## src/rtl/vga_timing_pkg.sv

```systemverilog
// vga_timing_pkg
//   Shared constants and types for the VGA raster timing generator.
//   DEF_* are the 640x480@60 Hz defaults; the derived totals and sync
//   windows below describe that default mode.
package vga_timing_pkg;

    typedef logic [9:0] coord_t;

    localparam int DEF_H_VISIBLE = 640;
    localparam int DEF_H_FP      = 16;
    localparam int DEF_H_SYNC    = 96;
    localparam int DEF_H_BP      = 48;
    localparam int DEF_V_VISIBLE = 480;
    localparam int DEF_V_FP      = 10;
    localparam int DEF_V_SYNC    = 2;
    localparam int DEF_V_BP      = 33;

    localparam int H_TOTAL  = DEF_H_VISIBLE + DEF_H_FP + DEF_H_SYNC + DEF_H_BP;
    localparam int V_TOTAL  = DEF_V_VISIBLE + DEF_V_FP + DEF_V_SYNC + DEF_V_BP;
    localparam int HS_START = DEF_H_VISIBLE + DEF_H_FP;
    localparam int HS_END   = HS_START + DEF_H_SYNC - 1;
    localparam int VS_START = DEF_V_VISIBLE + DEF_V_FP;
    localparam int VS_END   = VS_START + DEF_V_SYNC - 1;

    // Inclusive window test on a raster coordinate.
    function automatic logic in_range(coord_t v, coord_t lo, coord_t hi);
        return (v >= lo) && (v <= hi);
    endfunction

endpackage

```

## src/rtl/sync_delay_line.sv

```systemverilog
// sync_delay_line
//   DEPTH-stage shift register, every stage resets to all ones so that
//   active-low syncs read inactive out of reset. DEPTH = 0 is a plain wire.
// Ports:
//   vga_clk  in   pixel clock
//   reset_n  in   asynchronous active-low reset
//   din      in   WIDTH-bit input
//   dout     out  din delayed DEPTH cycles
module sync_delay_line #(
    parameter int DEPTH = 1,
    parameter int WIDTH = 2
) (
    input  logic             vga_clk,
    input  logic             reset_n,
    input  logic [WIDTH-1:0] din,
    output logic [WIDTH-1:0] dout
);

    generate
        if (DEPTH == 0) begin : g_wire
            logic unused_clk_rst;
            assign unused_clk_rst = vga_clk ^ reset_n;
            assign dout = din;
        end else begin : g_shift
            logic [DEPTH-1:0][WIDTH-1:0] stage;

            always_ff @(posedge vga_clk or negedge reset_n) begin
                if (!reset_n) begin
                    stage <= '1;
                end else begin
                    stage[0] <= din;
                    for (int i = 1; i < DEPTH; i++) begin
                        stage[i] <= stage[i-1];
                    end
                end
            end

            assign dout = stage[DEPTH-1];
        end
    endgenerate

endmodule

```

## src/rtl/vga_timing_gen.sv

```systemverilog
// vga_timing_gen
//   640x480@60 Hz raster timing from the 25 MHz pixel clock.
//   DrawX/DrawY/blank/frame_start/vblank_start are registered from the
//   next-state counters so they share one edge. hs/vs are registered and then
//   delayed SYNC_DELAY cycles to line up with the sprite renderers' colour
//   register. Reset release is expected to be synchronous to vga_clk; the
//   first edge after release presents pixel (0,0).
//   Optional macro VGA_ANIM_TICK_EN enables the animation frame divider;
//   without it anim_frame/anim_tick are tied to 0.
// Ports:
//   vga_clk       in   pixel clock
//   reset_n       in   asynchronous active-low reset
//   DrawX/DrawY   out  current column / line
//   blank         out  1 = active video
//   hs/vs         out  active-low syncs, delayed SYNC_DELAY cycles
//   frame_start   out  pulse at (0,0)
//   vblank_start  out  pulse at (0,V_VISIBLE)
//   anim_frame    out  animation index 0..3
//   anim_tick     out  pulse when anim_frame changes
module vga_timing_gen
    import vga_timing_pkg::*;
#(
    parameter int H_VISIBLE  = DEF_H_VISIBLE,
    parameter int H_FP       = DEF_H_FP,
    parameter int H_SYNC     = DEF_H_SYNC,
    parameter int H_BP       = DEF_H_BP,
    parameter int V_VISIBLE  = DEF_V_VISIBLE,
    parameter int V_FP       = DEF_V_FP,
    parameter int V_SYNC     = DEF_V_SYNC,
    parameter int V_BP       = DEF_V_BP,
    parameter int SYNC_DELAY = 1,
    parameter int ANIM_DIV   = 8
) (
    input  logic       vga_clk,
    input  logic       reset_n,
    output coord_t     DrawX,
    output coord_t     DrawY,
    output logic       blank,
    output logic       hs,
    output logic       vs,
    output logic       frame_start,
    output logic       vblank_start,
    output logic [1:0] anim_frame,
    output logic       anim_tick
);

    localparam int H_TOT    = H_VISIBLE + H_FP + H_SYNC + H_BP;
    localparam int V_TOT    = V_VISIBLE + V_FP + V_SYNC + V_BP;
    localparam int HS_FIRST = H_VISIBLE + H_FP;
    localparam int HS_LAST  = HS_FIRST + H_SYNC - 1;
    localparam int VS_FIRST = V_VISIBLE + V_FP;
    localparam int VS_LAST  = VS_FIRST + V_SYNC - 1;

    generate
        if (SYNC_DELAY < 0 || SYNC_DELAY > 4 || ANIM_DIV < 1) begin : g_bad_param
            $error("vga_timing_gen: SYNC_DELAY must be 0..4 and ANIM_DIV >= 1");
        end
    endgenerate

    coord_t     h_cnt, v_cnt, h_nxt, v_nxt;
    logic       h_wrap, vbs_nxt;
    logic       hs_raw_q, vs_raw_q;
    logic [1:0] sync_q;

    always_comb begin
        h_wrap  = (h_cnt == coord_t'(H_TOT - 1));
        h_nxt   = h_wrap ? '0 : h_cnt + coord_t'(1);
        v_nxt   = v_cnt;
        if (h_wrap) begin
            v_nxt = (v_cnt == coord_t'(V_TOT - 1)) ? '0 : v_cnt + coord_t'(1);
        end
        vbs_nxt = (h_nxt == '0) && (v_nxt == coord_t'(V_VISIBLE));
    end

    always_ff @(posedge vga_clk or negedge reset_n) begin
        if (!reset_n) begin
            h_cnt        <= coord_t'(H_TOT - 1);
            v_cnt        <= coord_t'(V_TOT - 1);
            blank        <= 1'b0;
            frame_start  <= 1'b0;
            vblank_start <= 1'b0;
            hs_raw_q     <= 1'b1;
            vs_raw_q     <= 1'b1;
        end else begin
            h_cnt        <= h_nxt;
            v_cnt        <= v_nxt;
            blank        <= (h_nxt < coord_t'(H_VISIBLE)) && (v_nxt < coord_t'(V_VISIBLE));
            frame_start  <= (h_nxt == '0) && (v_nxt == '0);
            vblank_start <= vbs_nxt;
            hs_raw_q     <= !in_range(h_nxt, coord_t'(HS_FIRST), coord_t'(HS_LAST));
            vs_raw_q     <= !in_range(v_nxt, coord_t'(VS_FIRST), coord_t'(VS_LAST));
        end
    end

    assign DrawX = h_cnt;
    assign DrawY = v_cnt;

    // hs_raw_q/vs_raw_q already line up with DrawX, so DEPTH = SYNC_DELAY.
    sync_delay_line #(
        .DEPTH (SYNC_DELAY),
        .WIDTH (2)
    ) u_sync_delay (
        .vga_clk (vga_clk),
        .reset_n (reset_n),
        .din     ({hs_raw_q, vs_raw_q}),
        .dout    (sync_q)
    );

    assign hs = sync_q[1];
    assign vs = sync_q[0];

`ifdef VGA_ANIM_TICK_EN
    localparam int FW = (ANIM_DIV > 1) ? $clog2(ANIM_DIV) : 1;

    logic [FW-1:0] frm_cnt;
    logic          frm_wrap;

    assign frm_wrap = (frm_cnt == FW'(ANIM_DIV - 1));

    // Advances on the same edge that raises vblank_start, so anim_frame
    // only ever changes inside vertical blanking.
    always_ff @(posedge vga_clk or negedge reset_n) begin
        if (!reset_n) begin
            frm_cnt    <= '0;
            anim_frame <= '0;
            anim_tick  <= 1'b0;
        end else begin
            anim_tick <= vbs_nxt && frm_wrap;
            if (vbs_nxt) begin
                if (frm_wrap) begin
                    frm_cnt    <= '0;
                    anim_frame <= anim_frame + 2'd1;
                end else begin
                    frm_cnt <= frm_cnt + FW'(1);
                end
            end
        end
    end
`else
    assign anim_frame = 2'd0;
    assign anim_tick  = 1'b0;
`endif

endmodule
```

## config.mk

```make
export PLATFORM = sky130hd
export DESIGN_NAME = vga_timing_gen
export DESIGN_NICKNAME = d
export VERILOG_FILES = /design/src/rtl/vga_timing_pkg.sv /design/src/rtl/sync_delay_line.sv /design/src/rtl/vga_timing_gen.sv
export SDC_FILE = /design/constraint.sdc
export NUM_CORES = 1
export LEC_CHECK = 0
export ABC_AREA = 1
export ABC_CLOCK_PERIOD_IN_PS = 3000
export CAP_MARGIN = 20
export CORE_MARGIN = 2
export CORE_UTILIZATION = 45
export DETAILED_ROUTE_END_ITERATION = 7
export GPL_TIMING_DRIVEN = 0
export PLACE_DENSITY = 0.7
export SYNTH_ARGS = -nofsm -noshare
export SYNTH_HDL_FRONTEND = slang
export SYNTH_SLANG_ARGS = --single-unit
```

## constraint.sdc

```tcl
create_clock -name vga_clk -period 3 [get_ports vga_clk]
set_clock_uncertainty 0.15 [all_clocks]
set_input_delay 0.6 -clock vga_clk [delete_from_list [all_inputs] [get_ports vga_clk]]
set_output_delay 0.6 -clock vga_clk [all_outputs]
set_load 0.05 [all_outputs]
```

==> impl_metrics.env, run 1 <==
export IMPL_rsz0062_at_grt="no"
export IMPL_num_rows=21
export IMPL_dr_wl_met2_mm=1.410
export IMPL_avgSynthCellArea_um2=7.293
export IMPL_slew_violations=0
export IMPL_io_buffers=26
export IMPL_ir_worst_vdd_mv=0.2297
export IMPL_cts_tree="built"
export IMPL_core_area_um2=3390
export IMPL_wl_met3_um=124
export IMPL_power_leakage_nw=1.053
export IMPL_num_antenna_cells=0
export IMPL_path_buf_inv=1
export IMPL_syn_area_um2=1619
export IMPL_crit_slowest_cell="clkdlybuf4s50_1"
export IMPL_drc=0
export IMPL_io_pins=30
export IMPL_period_needed_ps=2480
export IMPL_routed_top_layer="met4"
export IMPL_fmax_ghz=0.4032
export IMPL_arrival_ps=1730
export IMPL_place_congestion=0.8605
export IMPL_die_x_um=63.98
export IMPL_yosys_warnings=0
export IMPL_insertion_delay_ps=320
export IMPL_die_h_um=63.98
export IMPL_netlist_area_leader_share_pct=22.72
export IMPL_crit_path_start_kind="flop"
export IMPL_dp_hpwl_mm=2.619
export IMPL_hold_path_class="reg2reg"
export IMPL_grt_pass1_vias=1265
export IMPL_die_area_um2=4093
export IMPL_htree_num_levels=1
export IMPL_synth_top_area_cell="dfstp_2"
export IMPL_areaGrowthSynthToFinish_pct=23.42
export IMPL_path_cells="clkdlybuf4s50_1"
export IMPL_period_share_pct=82.66
export IMPL_cts_buffer_depth=2
export IMPL_setup_viol=0
export IMPL_grt_use_total_pct=17.54
export IMPL_crit_path_max_incr_delay_ps=810
export IMPL_drive_above_1_share_pct=14.90
export IMPL_synth_top_cells_by_area="dfstp_2 (23%), dfrtp_1 (20%), nand2_1 (15%), inv_1 (9.5%), nor2_1 (5.8%)"
export IMPL_avgRoutedWirePerCell_um=10.82
export IMPL_final_cell_mix="nand2_1 (65), inv_1 (41), clkdlybuf4s50_1 (26), nor2_1 (25), nand3_1 (18)"
export IMPL_drv_cap=0
export IMPL_synth_distinct_cells=26
export IMPL_viasPerCell=4.625
export IMPL_antenna_found_initial=0
export IMPL_grt_overflow=0
export IMPL_clk_pin_slew_worst_paths_ps=140
export IMPL_finalWirelength_mm=3.257
export IMPL_cp_top_family="buffers and inverters"
export IMPL_fin_setup_tns_ps=0
export IMPL_path_class="reg2out"
export IMPL_syn_inst=222
export IMPL_start_util_pct=47.77
export IMPL_hold_violations=0
export IMPL_relSlewSlack_pct=55.86
export IMPL_dr_pass1_iters=4
export IMPL_p_per_area_nw_per_um2=271.9
export IMPL_synth_seq_cells=27
export IMPL_vias=1392
export IMPL_critPathCaptureType="primary output"
export IMPL_nNetsFinal=262
export IMPL_cts_hold_buf=0
export IMPL_tightest_slew_ps=660.1
export IMPL_post_cts_buffers=0
export IMPL_drt_met1_wl_mm=1.691
export IMPL_ys_seq_area_share_pct=42.81
export IMPL_cts_resized_gates=0
export IMPL_final_util_pct=58.95
export IMPL_cp_required_ps=2250
export IMPL_outcome="completed"
export IMPL_grt_pass1_wl_mm=5.671
export IMPL_root_buffer="clkbuf_4"
export IMPL_cts_sinks=27
export IMPL_final_common_cell="nand2_1"
export IMPL_drtAntennaViolNets=0
export IMPL_drt_first_iter_violations=76
export IMPL_grt_max_degree=16
export IMPL_cts_buffers=3
export IMPL_finalHoldWorstSlack_ps=216.2
export IMPL_crit_fanout=6
per-stage QoR:
stage | setup WS, ps | instance area, µm² | cells | power, mW
finish | 520.1 | 1998 | 301 | 0.5432
global route | 453.3 | 1998 | 301 | 0.5698
CTS | 493.2 | 1998 | 301 | 0.5531
detailed placement | 854.9 | 1972 | 297 | 0.3951
global placement | 780.9 | 1944 | 296 | 0.3908
floorplan | 854.1 | 1627 | 224 | 0.3823
logic make-up (layout without fill, tap and decap cells):
family,Yosys count,count (layout),synth area share [%]
flops,27,27,42.81
fa+ha+maj,4,4,3.091
other cells,1,3,0.2316
simple gates,131,131,37.63
xor+xnor,1,1,0.5411
buf+inv,49,80,12.52
compound gates,9,9,3.169
synth_stat cells (all sizes together):
library cell / number
buf: 4
nor3: 2
dfstp: 14
o21ai: 8
xor2: 1
ha: 4
clkinv: 1
dfrtp: 13
o21bai: 1
nand4: 7
nand3b: 2
nand3: 21
nor2: 31
nand2: 68
inv: 44
conb: 1
area by class of cell:
cell class | count | area, µm²
fillers | 321 | 1391
multi-input cells | 148 | 730.7
flip-flops and latches | 27 | 693.2
repair buffers | 27 | 287.8
inverters | 45 | 168.9
well taps | 46 | 57.56
plain buffers | 4 | 33.78
clock buffers | 4 | 26.28
routing by layer:
layer	up-vias	track usage [%]
met5	-	0
met4	0	5.707
met3	2	1.761
met2	38	26.43
met1	611	26.30
li1	741	-
power by group:
group | internal, mW | switching [mW] | total, mW | leakage (nW)
Clock | 0.0520 | 0.103 | 0.155 | 0.0150
Sequential | 0.365 | 0 | 0.365 | 0.317
Combinational | 0.00742 | 0.0160 | 0.0235 | 0.720
path summary, 6_finish.rpt:
check,start,endpoint,slack [ps],cells after the start
worst max-delay path,DrawX[0],DrawX[0],520,1
worst min register to register,hs_raw_q,u_sync_delay.dout[1],220,0
worst max register to register,DrawX[0],blank,860,12
min in group asynchronous,reset_n,DrawY[5],520,1
max in group asynchronous,reset_n,DrawX[4],1600,2
worst min-delay path,hs_raw_q,u_sync_delay.dout[1],220,0
flip-flops by register name, summed over array words and instances, names as in the netlist:
name               flops
vs_raw_q               1
blank                  1
frame_start            1
DrawX                 10
vblank_start           1
u_sync_delay.dout      2
DrawY                 10
hs_raw_q               1
Power figures use the tool's default switching activity.
==> run 2: changes to the inputs <==
--- a/config.mk
+++ b/config.mk
@@ -6,13 +6,13 @@
 export NUM_CORES = 1
 export LEC_CHECK = 0
 export ABC_AREA = 1
-export ABC_CLOCK_PERIOD_IN_PS = 3000
+export ABC_CLOCK_PERIOD_IN_PS = 2100
 export CAP_MARGIN = 20
 export CORE_MARGIN = 2
 export CORE_UTILIZATION = 45
 export DETAILED_ROUTE_END_ITERATION = 7
 export GPL_TIMING_DRIVEN = 0
-export PLACE_DENSITY = 0.7
+export PLACE_DENSITY = 0.73
 export SYNTH_ARGS = -nofsm -noshare
 export SYNTH_HDL_FRONTEND = slang
 export SYNTH_SLANG_ARGS = --single-unit
==> constraint.sdc (replaced) <==
create_clock -name vga_clk -period 2.1 [get_ports vga_clk]
set_clock_uncertainty 0.15 [all_clocks]
set_input_delay 0.42 -clock vga_clk [delete_from_list [all_inputs] [get_ports vga_clk]]
set_output_delay 0.42 -clock vga_clk [all_outputs]
set_load 0.05 [all_outputs]
==> impl_metrics.env, run 2 (synthesis results as in run 1) <==
export IMPL_num_rows=21
export IMPL_path_cells="ha_4 -> nand2_4 -> nor2_8 -> inv_2 -> nor2_4 -> nand3_1 -> nand2_1 -> nand3_1 -> nor2_1 -> nand2_1 -> nor2_1"
export IMPL_viasPerCell=4.844
export IMPL_period_share_pct=99.42
export IMPL_crit_fanout=6
export IMPL_p_int_mw=0.6065
export IMPL_power_leakage_nw=1.193
export IMPL_avgRoutedWirePerCell_um=12.20
export IMPL_crit_slowest_cell="dfstp_4"
export IMPL_start_util_pct=47.77
export IMPL_die_area_um2=4093
export IMPL_fin_setup_tns_ps=0
export IMPL_top_usage_layer="met2"
export IMPL_slew_violations=0
export IMPL_cts_buffer_depth=2
export IMPL_root_buffer="clkbuf_4"
export IMPL_p_per_area_nw_per_um2=368.9
export IMPL_grt_pass1_vias=1368
export IMPL_cts_tree="built"
export IMPL_finalWirelength_mm=3.758
export IMPL_dr_pass1_iters=6
export IMPL_combPwrFrac_pct=4.3
export IMPL_nNetsFinal=269
export IMPL_outcome="completed"
export IMPL_final_cell_mix="nand2_1 (59), inv_1 (40), dlygate4sd2_1 (21), nor2_1 (20), nand3_1 (15)"
export IMPL_htree_num_levels=1
export IMPL_hold_violations=0
export IMPL_use_met2_pct=31.90
export IMPL_drt_first_iter_violations=60
export IMPL_place_area_um2=1988
export IMPL_io_pins=30
export IMPL_seqPwrFrac_pct=66.5
export IMPL_arrival_ps=2220
export IMPL_dp_hpwl_mm=2.787
export IMPL_crit_path_max_incr_delay_ps=670
export IMPL_total_power_mw=0.7848
export IMPL_r2r_start="DrawX[0]"
export IMPL_io_buffers=26
export IMPL_grt_pass1_wl_mm=6.216
export IMPL_gr_usage_met3_pct=1.761
export IMPL_pwr_share_clk_pct=29.2
export IMPL_design_area_um2=2127
export IMPL_relSlewSlack_pct=51.14
export IMPL_drtAntennaViolNets=0
export IMPL_dpl_worst_slack_ps=-54.92
export IMPL_rr_endpoint="frame_start"
export IMPL_final_common_cell="nand2_1"
export IMPL_core_area_um2=3390
export IMPL_cts_sinks=27
export IMPL_grt_met1_usage_pct=26.44
export IMPL_setup_viol=0
export IMPL_path_class="reg2reg"
export IMPL_clk_pin_slew_worst_paths_ps=150
export IMPL_num_antenna_cells=0
export IMPL_fmax_ghz=0.4789
export IMPL_hold_path_class="reg2reg"
export IMPL_die_x_um=63.98
export IMPL_rr_worst_depth=11
export IMPL_die_h_um=63.98
export IMPL_fin_ws_ps=12.10
export IMPL_swShare_pct=22.71
export IMPL_r2r_slack_ps=10
export IMPL_crit_end="frame_start"
export IMPL_areaGrowthSynthToFinish_pct=31.38
export IMPL_drive_above_1_share_pct=24.05
export IMPL_cp_required_ps=2230
export IMPL_drc=0
export IMPL_final_util_pct=62.75
export IMPL_crit_path_start="DrawX[0]"
export IMPL_grt_use_total_pct=19.20
export IMPL_drv_cap=0
export IMPL_insertion_delay_ps=330
export IMPL_antenna_found_initial=0
export IMPL_place_congestion=0.8545
export IMPL_crit_path_start_kind="flop"
export IMPL_grt_max_degree=15
export IMPL_ir_worst_vdd_mv=0.2679
export IMPL_cts_buffers=3
export IMPL_p_sw_mw=0.1782
export IMPL_grt_overflow=0
export IMPL_critPathCaptureType="flop"
export IMPL_vias=1492
export IMPL_tightest_slew_ps=730.7
export IMPL_rsz0062_at_grt="yes"
export IMPL_cts_hold_buf=0
export IMPL_period_needed_ps=2088
[run 2: metal layers]
layer | vias up | wire, µm
met4 | 0 | 12
li1 | 752 | -
met5 | - | 0
met3 | 3 | 119
met1 | 700 | 1775
met2 | 37 | 1850
[run 2: critical path, delay by kind of cell (launching register included)]
family / cells / cell delay (ps)
simple gates: 9 / 1030
flops: 1 / 670
fa+ha+maj: 1 / 140
buf+inv: 1 / 60
[run 2: layout make-up]
type                       instances  area (µm²)
buffer                             4       37.54
multi-input combinational        148       808.3
timing repair buffer              34       331.6
clock buffer                       4       26.28
inverter                          45       168.9
fill                             319        1262
tap                               46       57.56
sequential                        27       696.9
[run 2: worst min path at each step]
stage,from,to,cells after the start
finish,hs_raw_q,u_sync_delay.dout[1],0
global route,vs_raw_q,u_sync_delay.dout[0],0
global placement,hs_raw_q,u_sync_delay.dout[1],0
floorplan,reset_n,DrawX[5],0
CTS,hs_raw_q,u_sync_delay.dout[1],0
detailed placement,hs_raw_q,u_sync_delay.dout[1],0
[run 2: power groups by stage]
stage | Clock (mW) | Combinational, mW | Sequential [mW]
5_1_grt | 0.257 | 0.0370 | 0.522
6_report | 0.229 | 0.0339 | 0.522
4_1_cts | 0.234 | 0.0350 | 0.522
3_5_place_dp | 0 | 0.0350 | 0.530
3_3_place_gp | 0 | 0.0281 | 0.530
2_1_floorplan | 0 | 0.0160 | 0.530
[run 2: what timing repair did]
item	CTS	global route
gates resized for setup	23	21
pin swaps	3	12
cloned	0	1
setup endpoints to repair	26	8
buffers inserted	3	3
[run 2: per-stage QoR]
stage          hold slack [ps]  std cells
2_1_floorplan           -25.59        224
3_3_place_gp             195.5        296
3_5_place_dp             199.3        297
4_1_cts                  218.4        304
5_1_grt                  221.6        308
6_report                 216.9        308
==> run 3: changes to the inputs <==
--- a/config.mk
+++ b/config.mk
@@ -9,10 +9,10 @@
 export ABC_CLOCK_PERIOD_IN_PS = 2100
 export CAP_MARGIN = 20
 export CORE_MARGIN = 2
-export CORE_UTILIZATION = 45
+export CORE_UTILIZATION = 47
 export DETAILED_ROUTE_END_ITERATION = 7
 export GPL_TIMING_DRIVEN = 0
-export PLACE_DENSITY = 0.73
+export PLACE_DENSITY = 0.76
 export SYNTH_ARGS = -nofsm -noshare
 export SYNTH_HDL_FRONTEND = slang
 export SYNTH_SLANG_ARGS = --single-unit
==> impl_metrics.env, run 3 (synthesis results as in run 1) <==
export IMPL_hold_path_class="reg2reg"
export IMPL_start_util_pct=48.90
export IMPL_io_pins=30
export IMPL_antenna_found_initial=0
export IMPL_r2r_slack_ps=-10
export IMPL_arrival_ps=2250
export IMPL_crit_path_max_incr_delay_ps=670
export IMPL_p_per_area_nw_per_um2=362.6
export IMPL_drtAntennaViolNets=0
export IMPL_nNetsFinal=271
export IMPL_dp_cells=297
export IMPL_viasPerCell=4.916
export IMPL_cts_buffers=3
export IMPL_avgRoutedWirePerCell_um=11.95
export IMPL_drc=0
export IMPL_areaGrowthSynthToFinish_pct=34.47
export IMPL_fin_setup_tns_ps=-19.70
export IMPL_dp_hpwl_mm=2.503
export IMPL_design_area_um2=2177
export IMPL_insertion_delay_ps=330
export IMPL_tightest_slew_ps=592.4
export IMPL_path_class="reg2reg"
export IMPL_num_antenna_cells=0
export IMPL_relSlewSlack_pct=60.38
export IMPL_path_cells="ha_4 -> nand2_4 -> nor2_8 -> nand3_4 -> clkbuf_16 -> nand2_2 -> nand2_2 -> nand3b_1 -> nor2_2 -> nand2_2 -> nor2_2"
export IMPL_die_area_um2=3930
export IMPL_io_buffers=26
export IMPL_num_rows=21
export IMPL_grt_pass1_wl_mm=6.030
export IMPL_dpl_worst_slack_ps=-37.15
export IMPL_worstHoldStart="vs_raw_q"
export IMPL_htree_num_levels=1
export IMPL_place_area_um2=1976
export IMPL_drive_above_1_share_pct=28.03
export IMPL_die_h_um=62.69
export IMPL_cts_sinks=27
export IMPL_grt_pass1_vias=1392
export IMPL_drv_cap=0
export IMPL_die_x_um=62.69
export IMPL_crit_slowest_cell="dfstp_4"
export IMPL_setup_viol=2
export IMPL_grt_overflow=0
export IMPL_multiInputGateArea_um2=845.8
export IMPL_slew_violations=0
export IMPL_finalNonFillerCells=310
export IMPL_place_congestion=0.8911
export IMPL_fmax_ghz=0.4739
export IMPL_grt_max_degree=17
export IMPL_crit_fanout=5
export IMPL_core_area_um2=3311
export IMPL_finalHoldWorstSlack_ps=220.6
export IMPL_cts_tree="built"
export IMPL_crit_path_start_kind="flop"
export IMPL_final_cell_mix="nand2_1 (55), inv_1 (40), dlygate4sd2_1 (20), nor2_1 (17), nand3_1 (14)"
export IMPL_period_needed_ps=2110
export IMPL_critPathCaptureType="flop"
export IMPL_critPathMostFrequentCell="nand2_2"
export IMPL_grt_use_total_pct=18.92
export IMPL_violations="negative setup slack"
export IMPL_power_leakage_nw=1.228
export IMPL_dr_pass1_iters=6
export IMPL_finalWirelength_mm=3.704
export IMPL_seqCellArea_um2=696.9
export IMPL_cts_buffer_depth=2
export IMPL_crit_path_start="DrawX[0]"
export IMPL_final_common_cell="nand2_1"
export IMPL_outcome="finished with violations"
export IMPL_period_share_pct=100.5
export IMPL_hold_violations=0
export IMPL_ir_worst_vdd_mv=0.2747
export IMPL_fillerInstances=294
export IMPL_clk_pin_slew_worst_paths_ps=160
export IMPL_rsz0062_at_grt="yes"
export IMPL_fin_ws_ps=-10.02
export IMPL_vias=1524
export IMPL_r2r_start="DrawX[0]"
export IMPL_root_buffer="clkbuf_4"
export IMPL_drt_first_iter_violations=66
export IMPL_cp_required_ps=2240
==> run 3: changes by cell type in the layout (fill, tap and decap cells not counted), sizes merged <==
cell,before,now
buf,11,13
clkbuf,5,4
clkdlybuf4s15,1,2
clkdlybuf4s50,4,2
clkinvlp,0,1
dlygate4sd2,21,20
dlymetal6s2s,0,2
==> run 3: worst max-delay path: cells and delay by family (launching register included) <==
kind | cells | cell delay [ps]
fa+ha+maj | 1 | 140
buf+inv | 1 | 190
flops | 1 | 670
simple gates | 9 | 920
==> run 3: timing repair <==
item / in CTS / in global routing
pin swaps: 5 / 14
setup buffers: 4 / 4
setup endpoints to repair: 26 / 8
gates cloned: 0 / 1
hold buffers: 0 / 0
resized for setup: 28 / 29
==> run 3: cell type report <==
class	instances	area share (%)
multi-input combinational	148	38.85
sequential	27	32.01
timing repair buffer	36	15.63
inverter	45	7.759
tap	46	2.644
buffer	4	1.724
clock buffer	3	1.034
clock inverter	1	0.3448
==> run 3: worst paths after layout <==
| path | cells past startpoint | to |
|---|---|---|
| max | 11 | vblank_start |
| min | 0 | u_sync_delay.dout[0] |
| max reg2reg | 11 | vblank_start |
| min reg2reg | 0 | u_sync_delay.dout[0] |
| max in group asynchronous | 2 | DrawX[8] |
| min in group asynchronous | 1 | DrawY[1] |
==> run 3: per-stage QoR <==
stage / total power [mW] / util (%)
global route: 0.8265 / 65.76
CTS: 0.7999 / 61.19
global placement: 0.5576 / 59.22
finish: 0.7893 / 65.76
floorplan: 0.5460 / -
detailed placement: 0.5610 / 59.68
==> run 3: routing by layer <==
metal	routed length (µm)	vias to the layer above	global-route usage, %
met3	174	10	2.703
met4	82	0	5.000
met5	0	-	0
li1	-	757	-
met2	1836	50	31.59
met1	1610	707	25.91
==> run 3: where the power goes <==
| part | total [mW] | switching (mW) | internal (mW) |
|---|---|---|---|
| Clock | 0.237 | 0.164 | 0.0729 |
| Combinational | 0.0304 | 0.0224 | 0.00801 |
| Sequential | 0.522 | 0 | 0.522 |
| Total | 0.789 | 0.187 | 0.603 |
